$ cat config.mk
export PLATFORM = sky130hd
export DESIGN_NAME = vga_scanout
export DESIGN_NICKNAME = d
export VERILOG_FILES = /design/src/rtl/vga_scanout.sv
export SDC_FILE = /design/constraint.sdc
export NUM_CORES = 1
export LEC_CHECK = 0
export CAP_MARGIN = 5
export CORE_AREA = 3 3 85 63
export CTS_CLUSTER_DIAMETER = 30
export DETAILED_ROUTE_END_ITERATION = 8
export DIE_AREA = 0 0 88 66
export GPL_ROUTABILITY_DRIVEN = 0
export GPL_TIMING_DRIVEN = 0
export HOLD_SLACK_MARGIN = 0.06
export PLACE_DENSITY = 0.94
export REMOVE_ABC_BUFFERS = 1
export SLEW_MARGIN = 5
export SYNTH_ARGS = -nofsm -noshare
export SYNTH_HDL_FRONTEND = slang
export SYNTH_SLANG_ARGS = --single-unit
$ cat constraint.sdc
create_clock -name clk -period 4.8 [get_ports clk]
set_clock_uncertainty 0.2 [all_clocks]
set_input_delay 0.48 -clock clk [delete_from_list [all_inputs] [get_ports clk]]
set_output_delay 0.48 -clock clk [all_outputs]
set_load 0.05 [all_outputs]
$ cat src/rtl/vga_scanout.sv
// VGA 640x480@60 scanout for a 160x120 3-bit framebuffer, each stored pixel shown as a 4x4 block.
// Three-stage pipeline from counter state to pins: address, RAM read, output registers.
module vga_scanout #(
  parameter int H_VIS       = 640,
  parameter int H_FP        = 16,
  parameter int H_SYNC      = 96,
  parameter int H_BP        = 48,
  parameter int V_VIS       = 480,
  parameter int V_FP        = 10,
  parameter int V_SYNC      = 2,
  parameter int V_BP        = 33,
  parameter int SCALE_SHIFT = 2,
  parameter int FB_W        = 160,
  parameter int CH_W        = 8
) (
  input  logic            clk,
  input  logic            reset,
  output logic [14:0]     fb_addr,
  output logic            fb_rd,
  input  logic [2:0]      fb_data,
  output logic [CH_W-1:0] vga_r,
  output logic [CH_W-1:0] vga_g,
  output logic [CH_W-1:0] vga_b,
  output logic            vga_hs,
  output logic            vga_vs,
  output logic            vga_blank_n,
  output logic            vga_sync_n,
  output logic            frame_start
);

  localparam logic [9:0] H_VIS_L  = 10'(H_VIS);
  localparam logic [9:0] H_LAST   = 10'(H_VIS + H_FP + H_SYNC + H_BP - 1);
  localparam logic [9:0] HS_FIRST = 10'(H_VIS + H_FP);
  localparam logic [9:0] HS_LAST  = 10'(H_VIS + H_FP + H_SYNC - 1);
  localparam logic [9:0] V_VIS_L  = 10'(V_VIS);
  localparam logic [9:0] V_LAST   = 10'(V_VIS + V_FP + V_SYNC + V_BP - 1);
  localparam logic [9:0] VS_FIRST = 10'(V_VIS + V_FP);
  localparam logic [9:0] VS_LAST  = 10'(V_VIS + V_FP + V_SYNC - 1);

  // The 160-wide row base reduces to two shifts; other widths fall back to a constant multiply.
  function automatic logic [14:0] pix_addr(input logic [14:0] fx, input logic [14:0] fy);
    if (FB_W == 160) return (fy << 7) + (fy << 5) + fx;
    else             return fy * 15'(FB_W) + fx;
  endfunction

  function automatic logic [CH_W-1:0] expand_ch(input logic bit_v, input logic vld);
    return vld ? {CH_W{bit_v}} : '0;
  endfunction

  logic [9:0]  hc, vc;
  logic        h_wrap, v_wrap;
  logic        vld_p0, hs_p0, vs_p0;
  logic [14:0] fx_p0, fy_p0;
  logic        vld_p1, hs_p1, vs_p1;
  logic        vld_p2, hs_p2, vs_p2;

  assign h_wrap = (hc == H_LAST);
  assign v_wrap = (vc == V_LAST);

  always_ff @(posedge clk or posedge reset) begin
    if (reset) begin
      hc          <= '0;
      vc          <= '0;
      frame_start <= 1'b0;
    end else begin
      hc          <= h_wrap ? '0 : hc + 10'd1;
      if (h_wrap) vc <= v_wrap ? '0 : vc + 10'd1;
      frame_start <= h_wrap && v_wrap;
    end
  end

  // ---- S0: decode of the raw counter state
  assign vld_p0 = (hc < H_VIS_L) && (vc < V_VIS_L);
  assign hs_p0  = !((hc >= HS_FIRST) && (hc <= HS_LAST));
  assign vs_p0  = !((vc >= VS_FIRST) && (vc <= VS_LAST));
  assign fx_p0  = 15'(hc >> SCALE_SHIFT);
  assign fy_p0  = 15'(vc >> SCALE_SHIFT);

  // ---- S1: framebuffer address and read strobe; address holds through blanking
  always_ff @(posedge clk or posedge reset) begin
    if (reset) begin
      fb_addr <= '0;
      vld_p1  <= 1'b0;
      hs_p1   <= 1'b1;
      vs_p1   <= 1'b1;
    end else begin
      if (vld_p0) fb_addr <= pix_addr(fx_p0, fy_p0);
      vld_p1  <= vld_p0;
      hs_p1   <= hs_p0;
      vs_p1   <= vs_p0;
    end
  end

  assign fb_rd = vld_p1;

  // ---- S2: RAM returns fb_data; flags wait alongside it
  always_ff @(posedge clk or posedge reset) begin
    if (reset) begin
      vld_p2 <= 1'b0;
      hs_p2  <= 1'b1;
      vs_p2  <= 1'b1;
    end else begin
      vld_p2 <= vld_p1;
      hs_p2  <= hs_p1;
      vs_p2  <= vs_p1;
    end
  end

  // ---- S3: pin registers
  always_ff @(posedge clk or posedge reset) begin
    if (reset) begin
      vga_r       <= '0;
      vga_g       <= '0;
      vga_b       <= '0;
      vga_hs      <= 1'b1;
      vga_vs      <= 1'b1;
      vga_blank_n <= 1'b0;
    end else begin
      vga_r       <= expand_ch(fb_data[2], vld_p2);
      vga_g       <= expand_ch(fb_data[1], vld_p2);
      vga_b       <= expand_ch(fb_data[0], vld_p2);
      vga_hs      <= hs_p2;
      vga_vs      <= vs_p2;
      vga_blank_n <= vld_p2;
    end
  end

  assign vga_sync_n = 1'b0;

endmodule
==> reports/qor.yml, run 1 <==
sta:
  fin_crit_ps: 2662
  rsz0062_at_grt: "false"
  tightest_slew_ps: 804.7
  slew_viol_final: 0
  setup_viol: 0
  max_freq_mhz: 375.7
  setup_tns_ps: 0
  maxSlewHeadroom_pct: 46.36
  fin_ws_ps: 2138
  hold_viol_final: 0
  finalCritPeriodShare_pct: 55.45
yosys:
  ys_ff_latch: 48
  synth.distinct_cells: 38
  syn_inst: 254
  syn-cell-area_um2: 2552
  syn_area_per_cell_um2: 10.05
  yosys_warnings: 0
  ys_seq_area_share_pct: 47.35
clock_tree:
  clkLatencyLatePin_ps: 310
  cts_tree: "done"
  cts_max_level: 2
  cts.clk_slew.worst_paths_ps: 90
  cts_hold_buf: 0
  clock-sinks: 48
  cts-root-buf: "clkbuf_8"
  post_cts_buffers: 0
  cts_made_buffers: 5
  cts_buffer_depth: 2
  cts_resized: 0
setup_path:
  cp-startpoint: "hc[9]"
  crit_type: "reg2reg"
  startpoint_type: "flip-flop"
  cp.arrival_ps: 2650
  crit_path_end_kind: "flip-flop"
  cp.required_ps: 4790
  critical_path_peak_fanout: 6
  r2r-start: "hc[9]"
global_route:
  grt_usage_pct: 18.95
  grt-ovfl-total: 0
  grt_pass1_vias: 1704
  antenna_found_initial: 0
  grt_pass1_wl_mm: 8.335
  grt_max_degree: 32
drt:
  drt_iter0_markers: 128
  antenna_left: 0
  drt_pass1_iterations: 4
  drc: 0
  vias: 1882
  wl_mm: 5.212
  vias_per_cell: 5.519
  route.detailed.wl_per_inst_um: 15.28
run:
  maxCapViolations: 0
cells_and_area:
  fin_nets: 309
  fill_cells: 343
  drive_gt1_share_pct: 7.042
  syn2layout_area_growth_pct: 20.69
  fin_cells: 341
  final_common_cell: "clkdlybuf4s50_1"
  antennaDiodeCount: 0
  multiInputGateArea_um2: 1106
  final_util_pct: 66.24
  regArea_um2: 1209
  mostFrequentLayoutCells: "48 x clkdlybuf4s50_1, 42 x dfrtp_1, 32 x nand2_1"
floorplan:
  core_um2: 4651
  die_h_um: 66
  initial_core_util_pct: 54.88
  ioPinCount: 50
  die_area_um2: 5808
  placement_rows: 21
  dieWidth_um: 88
power:
  power_density_nw_per_um2: 269.1
  ir_worst_vdd_uv: 119.7
  finalPower_w: 0.0008289
  leakagePower_nw: 1.459
min_path:
  hp-class: "reg2reg"
  min-delay-start: "vs_p2"
placement:
  post-place-ws_ps: 2232
  hpwl_mm: 3.814
  io_buffers: 48
  dp_cells: 333
status:
  status: "finished clean"
[worst max-delay path, cell delays in order (launching register included)]
cell,delay (ps)
dfrtp_1,450
inv_1,90
fa_1,600
inv_1,70
ha_1,320
a211o_1,280
a211oi_1,290
or4_1,180
nand3_1,80
[synthesized netlist by cell type, drive strengths merged]
library cell   n  area [µm²]
a2111o         1       11.26
a211o          1       8.760
a211oi         3       22.52
a21o           4       30.03
a21oi          4       20.02
a22o           1       8.760
and2           4       25.02
and3           2       12.51
and4           1       11.26
buf           24       175.2
clkbuf         3       11.26
conb           1       3.750
dfrtp         42        1051
dfstp          6       157.7
fa             2       40.04
ha            19       237.7
inv           15       56.30
mux2i          1       10.01
nand2         32       120.1
nand3         13       65.06
nand4          4       25.02
nand4b         1       8.760
nor2          13       48.80
nor2b          2       12.51
nor3           5       25.02
nor4           4       25.02
o2111ai        1       8.760
o211ai         4       30.03
o21a           5       37.54
o21ai         11       55.05
o31a           1       8.760
or2            3       18.77
or3            4       25.02
or4            3       22.52
xnor2          6       52.55
xor2           8       70.07
[per-layer routing]
metal | routed length, µm | global-route usage (%)
met5 | 0 | 0
met4 | 59 | 5.172
met3 | 401 | 4.732
met2 | 2417 | 31.20
met1 | 2333 | 24.90
[power breakdown]
group | switching [W] | internal, W
combinational | 0.0000517 | 0.0000218
clock | 0.000138 | 0.000210
sequential | 0.00000239 | 0.000406
total | 0.000192 | 0.000637
[final cells by class]
cell class	instances	area share, %
sequential	48	39.24
multi-input combinational	164	35.91
timing repair buffer	49	16.25
tap	57	2.315
clock buffer	5	2.234
clock inverter	3	2.234
inverter	15	1.828
[worst paths after layout]
| check | end | slack, ps | cells after the start |
|---|---|---|---|
| min in group asynchronous | fb_addr[4] | 270 | 2 |
| hold / removal | vga_vs | 160 | 0 |
| max in group asynchronous | hs_p2 | 3580 | 3 |
| setup reg to reg | fb_addr[11] | 2140 | 8 |
| hold reg to reg | vga_vs | 160 | 0 |
| setup / recovery | fb_addr[11] | 2140 | 8 |
[registers in the layout (all words and copies together), names as in the netlist]
register and cells:
vga_r 1, hc 10, fb_addr 15, vs_p2 1, hs_p1 1, hs_p2 1
vga_hs 1, vs_p1 1, vc 10, vga_b 1, frame_start 1, vga_blank_n 1
vga_vs 1, fb_rd 1, vld_p2 1, vga_g 1
[per-stage QoR]
step | area [µm²] | hold slack [ps]
final | 3080 | 159.7
after global routing | 3080 | 162.3
after CTS | 3075 | 159.7
after detailed placement | 2938 | 146.8
after global placement | 2918 | 145.7
after floorplan | 2366 | 145.2
[kinds of logic (layout without fill, tap and decap cells)]
family                   count (synthesis)  count (layout)  share of synthesized area (%)
buffers and inverters                   42              72                          9.510
AND/OR/NAND/NOR                         91              91                          17.45
XOR/XNOR                                14              14                          4.804
flip-flops                              48              48                          47.35
other                                    1               1                         0.1469
adder cells (fa/ha/maj)                 21              21                          10.88
AO/OA/AOI/OAI                           36              36                          9.461
multiplexers                             1               1                         0.3922
Note: power is estimated with default switching activity, not from simulation.
==> inputs of run 2 (changes only) <==
--- a/config.mk
+++ b/config.mk
@@ -6,14 +6,14 @@
 export NUM_CORES = 1
 export LEC_CHECK = 0
 export CAP_MARGIN = 5
-export CORE_AREA = 3 3 85 63
+export CORE_AREA = 3 3 88 65
 export CTS_CLUSTER_DIAMETER = 30
 export DETAILED_ROUTE_END_ITERATION = 8
-export DIE_AREA = 0 0 88 66
+export DIE_AREA = 0 0 91 68
 export GPL_ROUTABILITY_DRIVEN = 0
 export GPL_TIMING_DRIVEN = 0
 export HOLD_SLACK_MARGIN = 0.06
-export PLACE_DENSITY = 0.94
+export PLACE_DENSITY = 0.89
 export REMOVE_ABC_BUFFERS = 1
 export SLEW_MARGIN = 5
 export SYNTH_ARGS = -nofsm -noshare
==> constraint.sdc (replaced) <==
create_clock -name clk -period 2.6 [get_ports clk]
set_clock_uncertainty 0.2 [all_clocks]
set_input_delay 0.26 -clock clk [delete_from_list [all_inputs] [get_ports clk]]
set_output_delay 0.26 -clock clk [all_outputs]
set_load 0.05 [all_outputs]
==> run 2 against run 1 <==
Effect of this change:
- global-route usage fell by 1.0 points
- final area rose by 2.4%
- via count rose by 3.2%
- highest routed layer unchanged
- hold slack got worse by 99 ps
- power rose by 76%
- final cell count rose by 5.3%
- clock-buffer cell count rose by 1
- non-clock buffer count rose by 6
==> reports/qor.yml, run 2 (synthesized netlist as in run 1, its figures left out) <==
status:
  status: "finished clean"
setup_path:
  crit_type: "reg2reg"
  r2r_end: "fb_addr[11]"
  critical_path_peak_fanout: 7  # +1
  crit_path_end_kind: "flip-flop"
  cp.required_ps: 2640  # -2150 ps
  cp-startpoint: "vc[4]"
  slowest_stage: "fa_2"
  crit_buf_inv: 2  # unchanged
  cp.arrival_ps: 2600  # -50 ps
  startpoint_type: "flip-flop"
  r2r-start: "vc[4]"
  crit_family: "adder cells"
  cp_slowest_stage_delay_ps: 610  # about the same
  cpMostUsedCell: "inv_2"
  r2r_cells: 8  # unchanged
  crit_chain: "inv_2, fa_2, inv_2, ha_4, a211o_1, a211oi_2, or4_1, nand3_1"
  r2r_setup_slack_ps: 40  # -2100 ps
placement:
  io_buffers: 48  # unchanged
  postPlaceCellArea_um2: 2953  # +0.51%
  hpwl_mm: 3.843  # +0.77%
cells_and_area:
  fin_nets: 315  # +1.9%
  fill_cells: 368  # +7.3%
  mostFrequentLayoutCells: "48 x clkdlybuf4s50_1, 41 x dfrtp_1, 32 x nand2_1"
  syn2layout_area_growth_pct: 23.63
  regArea_um2: 1210  # +0.10%
  reg_top3: "fb_addr: 15 flops, hc: 10 flops, vc: 10 flops"
  top_register: "fb_addr"
  final_design_area_no_fill_um2: 3156  # +2.4%
  multiInputGateArea_um2: 1132  # +2.4%
  final_common_cell: "clkdlybuf4s50_1"
  final_util_pct: 65.27  # -0.97 points
  largest_reg_flops: 15  # unchanged
  antennaDiodeCount: 0  # unchanged
  drive_gt1_share_pct: 12.41  # +5.4 points
clock_tree:
  cts_buffer_depth: 2  # unchanged
  cts_max_level: 2  # unchanged
  cts.clk_slew.worst_paths_ps: 90  # about the same
  clkLatencyLatePin_ps: 300  # about the same
  clock-sinks: 48  # unchanged
  cts_tree: "done"
  cts-root-buf: "clkbuf_8"
  cts_made_buffers: 5  # unchanged
sta:
  finalCritPeriodShare_pct: 98.38  # +43 points
  setup_viol: 0  # unchanged
  max_freq_mhz: 390.9  # +4.1%
  setup_tns_ps: 0  # unchanged
  slew_viol_final: 0  # unchanged
  tightest_slew_ps: 675.1  # -129.6 ps
  fin_hold_ws_ps: 60.36  # -99.36 ps
  maxSlewHeadroom_pct: 54.75  # +8.4 points
  hold_viol_final: 0  # unchanged
  fin_crit_ps: 2558  # -103.7 ps
run:
  maxCapViolations: 0  # unchanged
floorplan:
  die_area_um2: 6188  # +6.5%
  initial_core_util_pct: 52.80  # -2.1 points
  die_h_um: 68  # +3.0%
  dieWidth_um: 91  # +3.4%
  placement_rows: 21  # unchanged
  ioPinCount: 50  # unchanged
  core_um2: 4835  # +4.0%
power:
  power_density_nw_per_um2: 462.6  # +72%
  finalPower_w: 0.001460  # +76%
  leakagePower_nw: 1.478  # +1.4%
  ir_worst_vdd_uv: 215.8  # +80%
drt:
  wl_mm: 5.278  # +1.3%
  drt_pass1_iterations: 4  # unchanged
  vias_per_cell: 5.409  # -2.0%
  vias: 1942  # +3.2%
  drc: 0  # unchanged
  antenna_left: 0  # unchanged
  drt_iter0_markers: 92  # -28%
  route.detailed.wl_per_inst_um: 14.70  # -3.8%
min_path:
  hp-class: "in2async"
global_route:
  grt_pass1_wl_mm: 8.804  # +5.6%
  grt-ovfl-total: 0  # unchanged
  antenna_found_initial: 0  # unchanged
  grt_max_degree: 32  # unchanged
  grt_usage_pct: 17.95  # -1.0 points
  grt_pass1_vias: 1850  # +8.6%
run 2: cell types whose count changed in the layout (fill, tap and decap cells not counted), moves of 2 or more:
cell / before / now
buf_4: 0 / 6
fa_1: 2 / 0
fa_2: 0 / 2
inv_1: 14 / 11
inv_2: 1 / 3
run 2: where the power goes:
group / total [W] / internal [W] / switching [W] / leakage, nW
registers: 0.000753 / 0.000749 / 0.00000479 / 0.601
logic: 0.000136 / 0.0000402 / 0.0000962 / 0.816
clock network: 0.000570 / 0.000315 / 0.000255 / 0.0614
total: 0.00146 / 0.00110 / 0.000356 / 1.48
run 2: worst max path at each step:
stage	slack [ps]	endpoint	cells after the start
5_1_grt	-40	fb_addr[11]	8
3_5_place_dp	2	fb_addr[14]	7
3_3_place_gp	60	fb_addr[14]	7
2_1_floorplan	-530	vga_b[0]	0
4_1_cts	10	fb_addr[14]	7
6_report	40	fb_addr[11]	8
run 2: repair_timing:
action,in CTS,in global routing
pin swaps,1,7
setup buffers,2,4
hold buffers,0,0
resized for setup,2,9
cloned,0,0
endpoints found under the setup margin,3,9
run 2: per-stage QoR:
stage                     std cells  setup WS [ps]
after CTS                       355          11.90
final                           359          42.06
after detailed placement        345          1.691
after global routing            359         -44.01
after global placement          344          58.90
after floorplan                 227         -529.6
run 2: worst reg2reg max path: stages (launching register included):
cell and delay (ps):
dfrtp_2 440, inv_2 80, fa_2 610, inv_2 60, ha_4 260, a211o_1 160
a211oi_2 80, or4_1 530, nand3_1 80
run 2: final cells by class:
cell class | instances | share of cell area (%)
clock buffers | 6 | 2.617
clock inverters | 2 | 1.229
inverters | 15 | 1.903
multi-input cells | 164 | 35.88
flip-flops and latches | 48 | 38.34
well taps | 69 | 2.736
repair buffers | 55 | 17.29
run 2: layer usage:
metal | wire (µm) | GRT usage (%)
met1 | 2405 | 23.56
met4 | 66 | 5.263
met5 | 0 | 0
met3 | 349 | 4.396
met2 | 2457 | 30.06
